**src/rtl/mips_pkg.sv**
```systemverilog
// Shared pipeline constants: writeback source encodings, special register
// numbers and the machine word width.
package mips_pkg;
    localparam int WORD = 32;

    localparam logic [2:0] WB_SRC_ALU = 3'd0;
    localparam logic [2:0] WB_SRC_DM  = 3'd1;
    localparam logic [2:0] WB_SRC_PC8 = 3'd2;

    localparam logic [4:0] REG_ZERO = 5'd0;
    localparam logic [4:0] REG_RA   = 5'd31;
endpackage

```
**src/rtl/grf_wdata_mux.sv**
```systemverilog
// Writeback value selector, including the link-address adder. Also used by the
// M-stage forwarding path, so it stays free of any register-file state.
module grf_wdata_mux
    import mips_pkg::*;
#(
    parameter int WIDTH          = WORD,
    parameter int PC_LINK_OFFSET = 8
) (
    input  logic [2:0]       reg_data_op,
    input  logic [WIDTH-1:0] alu_out,
    input  logic [WIDTH-1:0] dm_out,
    input  logic [WIDTH-1:0] pc,
    output logic [WIDTH-1:0] wdata
);

    always_comb begin
        wdata = '0;
        case (reg_data_op)
            WB_SRC_ALU: wdata = alu_out;
            WB_SRC_DM:  wdata = dm_out;
            // Plain WIDTH-bit add: the link value wraps modulo 2^WIDTH.
            WB_SRC_PC8: wdata = pc + WIDTH'(PC_LINK_OFFSET);
            default:    wdata = '0;
        endcase
    end

endmodule

```
**src/rtl/grf_w.sv**
```systemverilog
// Writeback-stage general register file: commits the W-stage result, serves two
// D-stage read ports with same-cycle bypass, and keeps a commit trace/counter.
module grf_w
    import mips_pkg::*;
#(
    parameter int WIDTH          = WORD,
    parameter int NREG_LOG2      = 5,
    parameter int PC_LINK_OFFSET = 8
) (
    input  logic                 clk,
    input  logic                 reset,
    input  logic                 wb_en,
    input  logic [WIDTH-1:0]     pc_W,
    input  logic [NREG_LOG2-1:0] reg_addr,
    input  logic [2:0]           reg_data_op,
    input  logic [WIDTH-1:0]     alu_out_W,
    input  logic [WIDTH-1:0]     dm_out_W,
    input  logic [NREG_LOG2-1:0] rs_addr_D,
    input  logic [NREG_LOG2-1:0] rt_addr_D,
    output logic [WIDTH-1:0]     rs_data_D,
    output logic [WIDTH-1:0]     rt_data_D,
    output logic                 trace_valid,
    output logic [WIDTH-1:0]     trace_pc,
    output logic [NREG_LOG2-1:0] trace_addr,
    output logic [WIDTH-1:0]     trace_data,
    output logic [WIDTH-1:0]     wb_count
);

    localparam int NREG = 2 ** NREG_LOG2;

    logic [WIDTH-1:0]     regs_q [NREG];
    logic [WIDTH-1:0]     wdata;
    logic                 commit;
    logic                 trace_valid_q;
    logic [WIDTH-1:0]     trace_pc_q;
    logic [NREG_LOG2-1:0] trace_addr_q;
    logic [WIDTH-1:0]     trace_data_q;
    logic [WIDTH-1:0]     wb_count_q;
    logic [WIDTH-1:0]     wb_count_d;

    grf_wdata_mux #(
        .WIDTH          (WIDTH),
        .PC_LINK_OFFSET (PC_LINK_OFFSET)
    ) u_wdata_mux (
        .reg_data_op (reg_data_op),
        .alu_out     (alu_out_W),
        .dm_out      (dm_out_W),
        .pc          (pc_W),
        .wdata       (wdata)
    );

    // Gating with reset also suppresses the bypass, so reads are 0 during reset.
    assign commit = wb_en && (reg_addr != NREG_LOG2'(REG_ZERO)) && !reset;

    always_comb begin
        wb_count_d = wb_count_q;
        if (commit && (wb_count_q != '1)) wb_count_d = wb_count_q + WIDTH'(1);
    end

    always_comb begin
        rs_data_D = regs_q[rs_addr_D];
        if (rs_addr_D == NREG_LOG2'(REG_ZERO))     rs_data_D = '0;
        else if (commit && rs_addr_D == reg_addr)  rs_data_D = wdata;
    end

    always_comb begin
        rt_data_D = regs_q[rt_addr_D];
        if (rt_addr_D == NREG_LOG2'(REG_ZERO))     rt_data_D = '0;
        else if (commit && rt_addr_D == reg_addr)  rt_data_D = wdata;
    end

    always_ff @(posedge clk or posedge reset) begin
        if (reset) begin
            for (int i = 0; i < NREG; i++) regs_q[i] <= '0;
            trace_valid_q <= 1'b0;
            trace_pc_q    <= '0;
            trace_addr_q  <= '0;
            trace_data_q  <= '0;
            wb_count_q    <= '0;
        end else begin
            if (commit) begin
                regs_q[reg_addr] <= wdata;
                trace_pc_q       <= pc_W;
                trace_addr_q     <= reg_addr;
                trace_data_q     <= wdata;
            end
            trace_valid_q <= commit;
            wb_count_q    <= wb_count_d;
        end
    end

    assign trace_valid = trace_valid_q;
    assign trace_pc    = trace_pc_q;
    assign trace_addr  = trace_addr_q;
    assign trace_data  = trace_data_q;
    assign wb_count    = wb_count_q;

endmodule

```
**config.mk**
```make
export PLATFORM = sky130hd
export DESIGN_NAME = grf_w
export DESIGN_NICKNAME = d
export VERILOG_FILES = /design/src/rtl/mips_pkg.sv /design/src/rtl/grf_wdata_mux.sv /design/src/rtl/grf_w.sv
export SDC_FILE = /design/constraint.sdc
export NUM_CORES = 2
export LEC_CHECK = 0
export CELL_PAD_IN_SITES_DETAIL_PLACEMENT = 1
export CELL_PAD_IN_SITES_GLOBAL_PLACEMENT = 1
export CORE_UTILIZATION = 53
export CTS_CLUSTER_DIAMETER = 80
export DETAILED_ROUTE_END_ITERATION = 7
export HOLD_SLACK_MARGIN = 0.05
export PLACE_DENSITY_LB_ADDON = 0.1
export SLEW_MARGIN = 40
export SYNTH_ARGS = -nofsm -noshare
export SYNTH_HDL_FRONTEND = slang
export SYNTH_SLANG_ARGS = --single-unit
```
**constraint.sdc**
```tcl
create_clock -name clk -period 86.2 [get_ports clk]
set_clock_uncertainty 0.1 [all_clocks]
set_input_delay 8.62 -clock clk [delete_from_list [all_inputs] [get_ports clk]]
set_output_delay 8.62 -clock clk [all_outputs]
set_load 0.02 [all_outputs]
```
## Yosys cells after proc, flatten, opt, wreduce, memory -nomap -nowiden

Index checks and enable logic that the tools add are counted.

- Add/subtract/negate cells: 2
- $lt $le $gt $ge: 4
- Eq/ne operators: 5
- Mux-type cells: 14
- Bitwise gates (word level): 3
- Reductions and logical operators: 11

Operators with widths:

| cell | count |
|---|---|
| 1024-bit bitwise mux | 1 |
| 32-bit binary-select mux with 5-bit select | 2 |
| 32-bit two-way mux | 9 |
| 32-bit demux with 5-bit select | 1 |
| 32-bit case mux with 3 select lines | 1 |
| 32-bit by 1-bit adder with 32-bit output, second input constant | 1 |
| 32-bit by 4-bit adder with 32-bit output, second input constant | 1 |
| 32-bit inequality test, second input constant | 1 |
| 6-bit greater-or-equal comparator, second input constant | 3 |
| 5-bit inverter with 6-bit output | 3 |
| 5-bit == test | 2 |
| 5-bit logical NOT | 2 |
| 1-bit logical AND | 6 |
| 6-bit by 1-bit < comparator with 1-bit output, second input constant | 1 |
| 5-bit nonzero test | 1 |
| 3-bit by 1-bit == test with 1-bit output, second input constant | 1 |
| 3-bit by 2-bit == test with 1-bit output, second input constant | 1 |
| 3-bit logical NOT | 1 |
| 1-bit logical NOT | 1 |

- Register bits after elaboration: 1,126
- Input bits: 117
- Output and inout bits: 166

## Logic depth before layout (Yosys ltp)

- Depth in word-level cells: 6
- Gate-level depth with buffers: 12
- Depth with buffers taken out: 7

## Modules after synthesis

Synthesis repeated with hierarchy kept, for this count alone.

- Cells, all modules: 4,508
- Area, all modules: 60,170.2 sq um

By module, submodules not included:

| module | times used | cells each | area each (sq um) |
|---|---|---|---|
| grf_w | 1 | 4,332 | 58,974.1 |
| grf_wdata_mux | 1 | 176 | 1,196.1 |

## Least setup slack after synthesis

OpenSTA, ideal clock, no wires.

- Path kind: input to output
- Start: input port rt_addr_D[0]
- End: output port rt_data_D[11]
- Arrival: 11,108 ps
- Required time: 77,480 ps
- Slack: 66,372 ps
- Cell stages on the path: 10
- Path buffers: 5
- Cell sequence: buf_2 buf_2 buf_2 buf_2 buf_2 nor2_1 a221oi_1 a311o_1 nor2_1 o311ai_0

- Longest elaborated chain between the ends: 6
- Elaborated cells between the ends (all ways): 9
- Those cells by class: 1 x eq/ne; 5 x mux; 1 x bitwise; 2 x reduce/logical

Ends and longest elaborated chain:

| what | RTL line | source |
|---|---|---|
| start, declared | grf_w.sv:19 | `input logic [NREG_LOG2-1:0] rt_addr_D,` |
| 5-bit inverter with 6-bit output (implied by the code) | grf_w.sv:67 | `rt_data_D = regs_q[rt_addr_D];` |
| 32-bit binary-select mux with 5-bit select | grf_w.sv:67 |  |
| 32-bit two-way mux (implied by the code) (2 in a row) | grf_w.sv:67 |  |
| 32-bit two-way mux | grf_w.sv:69 | `else if (commit && rt_addr_D == reg_addr) rt_data_D = wdata;` |
| 32-bit two-way mux (*) | grf_w.sv:68 | `if (rt_addr_D == NREG_LOG2'(REG_ZERO)) rt_data_D = '0;` |
| end, declared | grf_w.sv:21 | `output logic [WIDTH-1:0] rt_data_D,` |

Every way passes the cells marked *; elsewhere a longest branch is shown, timed or not. The select of a mux whose other input is x is not followed.

## Final worst setup path

- Start: input port rs_addr_D[0]
- End: output port rs_data_D[24]

- Longest elaborated chain between the ends: 6
- Elaborated cells between the ends (all ways): 9
- Those cells by class: 1 x eq/ne; 5 x mux; 1 x bitwise; 2 x reduce/logical

Ends and longest elaborated chain:

| what | RTL line | source |
|---|---|---|
| start, declared | grf_w.sv:18 | `input logic [NREG_LOG2-1:0] rs_addr_D,` |
| 5-bit inverter with 6-bit output (implied by the code) | grf_w.sv:61 | `rs_data_D = regs_q[rs_addr_D];` |
| 32-bit binary-select mux with 5-bit select | grf_w.sv:61 |  |
| 32-bit two-way mux (implied by the code) (2 in a row) | grf_w.sv:61 |  |
| 32-bit two-way mux | grf_w.sv:63 | `else if (commit && rs_addr_D == reg_addr) rs_data_D = wdata;` |
| 32-bit two-way mux (*) | grf_w.sv:62 | `if (rs_addr_D == NREG_LOG2'(REG_ZERO)) rs_data_D = '0;` |
| end, declared | grf_w.sv:20 | `output logic [WIDTH-1:0] rs_data_D,` |

Marked as above.

==> key figures <==
Cells and area
  – Fillers: approximately 11000
  – Cell area after layout: 0.0668 sq mm
  – Net count, final: ~5400
  – Storage cell area: roughly 0.028 sq mm
  – Share of layout cells above drive strength 1: 0.185
  – Layout Utilization: 0.614
  – Area growth, synth to finish: 14.9%
  – Fin cells: 6755
  – Multi-input logic area: approximately 0.028 sq mm

CTS
  – CTS sink cnt: 1126
  – Max Root-Sink Buffers: 3
  – # resized after CTS: 0
  – Post-CTS setup buffers: 0
  – CTS tree: done
  – Cts bufs inserted: between 100 and 150
  – Clk pin slew, worst setup/hold paths: roughly 0.05 ns
  – Hold-fix buffer count after cts: 0
  – Depth of the CTS H-tree: 4
  – Clock Tree Root: clkbuf_16
  – Skew-Pair Late Insertion Delay: ~0.76 ns

Setup path
  – R2r setup slk: approximately 84 ns
  – Crit-path max cell delay: approximately 0.8 ns
  – Crit-path slowest cell: a2111oi_0
  – WP buf/inv: 5
  – Startpoint Class: input port
  – Setup crit end kind: output port
  – Reg-to-reg endpoint: wb_count[1]
  – Delay-heaviest family, CP: buffers and inverters
  – Arr. time, crit path: between 10 and 15 ns
  – Req. time, crit path: around 77 ns
  – Crit path kind: in2out
  – Max Fanout on Critical Path: 34
  – Reg2reg start: wb_count[18]
  – Worst R2R Path Depth: 5
  – Crit path top cell by count: buf_4
  – CP cell instances: buf_8, buf_4, buf_4, buf_4, mux4_2, mux4_2, a2111oi_0, a211oi_1, clkdlybuf4s50_1

Synth
  – Post-synth EDFFs: 0
  – Top FF cell, synth: dfrtp_1
  – Distinct cells, synth: 59
  – Yosys top cell area share: 0.485
  – Sequential area share after synthesis: 0.485
  – Cells after Synth: 5237
  – Mapped Area: between 0.05 and 0.06 sq mm
  – Synth area leader: dfrtp_1
  – Count leader, synth: nand2_1
  – Post-synth top cells: nand2_1, dfrtp_1, o21ai_0
  – Ys Warns: 0
  – Post-Synthesis Net Count: approximately 5400
  – Post-synth ARST share: 1.00
  – Synth Area per Inst: roughly 11 sq um
  – FF+latch count, synth: 1126
  – Top cells by area, synth: dfrtp_1, mux4_2, o21ai_0

Floorplanning
  – Die area: roughly 0.11 sq mm
  – Core box area: 0.109 sq mm
  – Starting Density: 0.534
  – Cell Rows: between 100 and 150
  – Io pins: around 280
  – Die Wd: roughly 330 um
  – Die height: 333 um

GRT
  – First-pass GRT wire length: around 320 mm
  – Total grt overflow: 0
  – Largest net degree at the start of global routing: 153
  – All-layer global routing usage: 0.394
  – Vias in the first global route: between 40000 and 50000
  – Initial antenna violation count: 10

Timing
  – Final TNS setup: 0 ns
  – Final Setup Violations: 0
  – Worst slew pin tran: approximately 0.9 ns
  – Fin crit share: 0.261
  – Minimum clock period: approximately 22 ns
  – Max Slew Vio Count: 0
  – Final hold vios: 0
  – Slew HR: 0.386
  – RSZ-0062 raised after global routing: false
  – Fmax achieved: 44.5 MHz

Placement
  – PortBufs: roughly 280
  – Dpl hpwl: between 100 and 150 mm
  – Post-DP Area: about 0.062 sq mm
  – Placer Congestion: ~0.83
  – Placed Cells: roughly 6500

Power and ir drop
  – Worst VDD drop: 21.7 uV
  – Switching Share: 0.274
  – Flop pwr share: 0.435
  – Pleak: ~28 nW
  – Pwr dens: 20.6 mW/mm^2
  – Clock power frac: 0.422
  – Sw Pwr: between 0.3 and 0.4 mW
  – Logic pwr share: 0.143
  – Internal power: between 1 and 1.5 mW

Route
  – Via Count: 46700
  – Antenna viol nets, final: 0
  – Drt wl/cell: about 32 um
  – DR vias/cell: 6.91
  – Final WL: around 210 mm
  – DRC: 0
  – Pre-antenna DRT Iters: 6
  – 1st-iter DRT viols: roughly 4800

Worst hold path
  – Hold_sp: regs_q[993]
  – Hold/Removal Path Class: reg2reg
  – Hold path cells: 0
  – Hold endpoint: regs_q[993]

Status
  – Run status: complete, no violations

Run
  – Max Cap Violations: 0
-- cell families (layout without fill, tap and decap cells) --
logic type      count (synthesis)  after routing  synth area share
compound gates               1287           1287             0.121
xor+xnor                       63             63           0.00950
fa+ha+maj                       2              2          0.000431
buf+inv                       557            660            0.0376
flops                        1126           1126             0.485
mux                           717            717             0.243
other cells                     0              1                 0
simple gates                 1485           1485             0.104
-- sequential cells by signal, summed over array words and instances, names as in the netlist --
signal	cells
regs_q	1024
trace_addr	5
trace_data	32
trace_pc	32
trace_valid	1
wb_count	32
-- how the worst max path moves through the flow --
stage | slack [ns] | cells past startpoint | to | from
final | 63.70 | 9 | rs_data_D[24] | rs_addr_D[0]
after global routing | 63.43 | 9 | rs_data_D[24] | rs_addr_D[0]
after CTS | 63.65 | 9 | rs_data_D[24] | rs_addr_D[0]
after detailed placement | 63.74 | 9 | rs_data_D[24] | rs_addr_D[0]
after global placement | 63.38 | 9 | rs_data_D[24] | rs_addr_D[0]
after floorplan | 45.77 | 1 | regs_q[0] | reset
-- worst reg2reg max path: cells and delay by family (launching register included) --
family / cells / cell delay, ns
and+or+nand+nor: 3 / 0.60
DFF: 1 / 0.42
AOI/OAI and AO/OA: 1 / 0.60
muxes: 1 / 0.41
-- power by group through the flow --
stage	logic [mW]	registers [mW]	clock network (mW)
after floorplan	0.119	0.604	0
after global placement	0.186	0.603	0
after detailed placement	0.194	0.607	0
after CTS	0.196	0.598	0.585
after global routing	0.211	0.604	0.603
final	0.197	0.600	0.581
-- cells in the final DEF, fill, tap and decap left out, drive strengths merged, types with 15 or more instances in the layout --
cell and n:
mux2 15, clkinv 28, nor2b 29, dfrtp 1126, nand2 1171, nand3 35
o22ai 61, buf 139, o21ai 992, clkdlybuf4s50 273, xnor2 32, nor2 109
nand2b 20, nor3 44, a21oi 70, xor2 31, mux2i 151, a211oi 85
mux4 551, clkbuf 201, nor4 15
-- metal layers --
layer / vias to the layer above / track usage / wire, um
met4: 16 / 0.201 / 10800
met1: 24600 / 0.523 / 82300
li1: 19000 / - / -
met5: - / 0 / 108
met3: 652 / 0.0872 / 19700
met2: 2455 / 0.615 / 101000
-- through the flow --
stage / worst slack [ns] / hold WS [ns] / power, mW
final: 63.70 / 0.297 / 1.38
after CTS: 63.65 / 0.296 / 1.38
after global routing: 63.43 / 0.312 / 1.42
after global placement: 63.38 / 0.277 / 0.789
after detailed placement: 63.74 / 0.283 / 0.801
after floorplan: 45.77 / 0.341 / 0.723
-- area by class of cell --
cell class              count  share of cell area
clock buffers             201              0.0607
repair buffers            412              0.0606
clock inverters            36             0.00590
well taps                1414              0.0265
inverters                  11            0.000862
diodes                      1           0.0000375
flip-flops and latches   1126               0.422
multi-input cells        3554               0.423
Note: power is estimated with default switching activity, not from simulation.
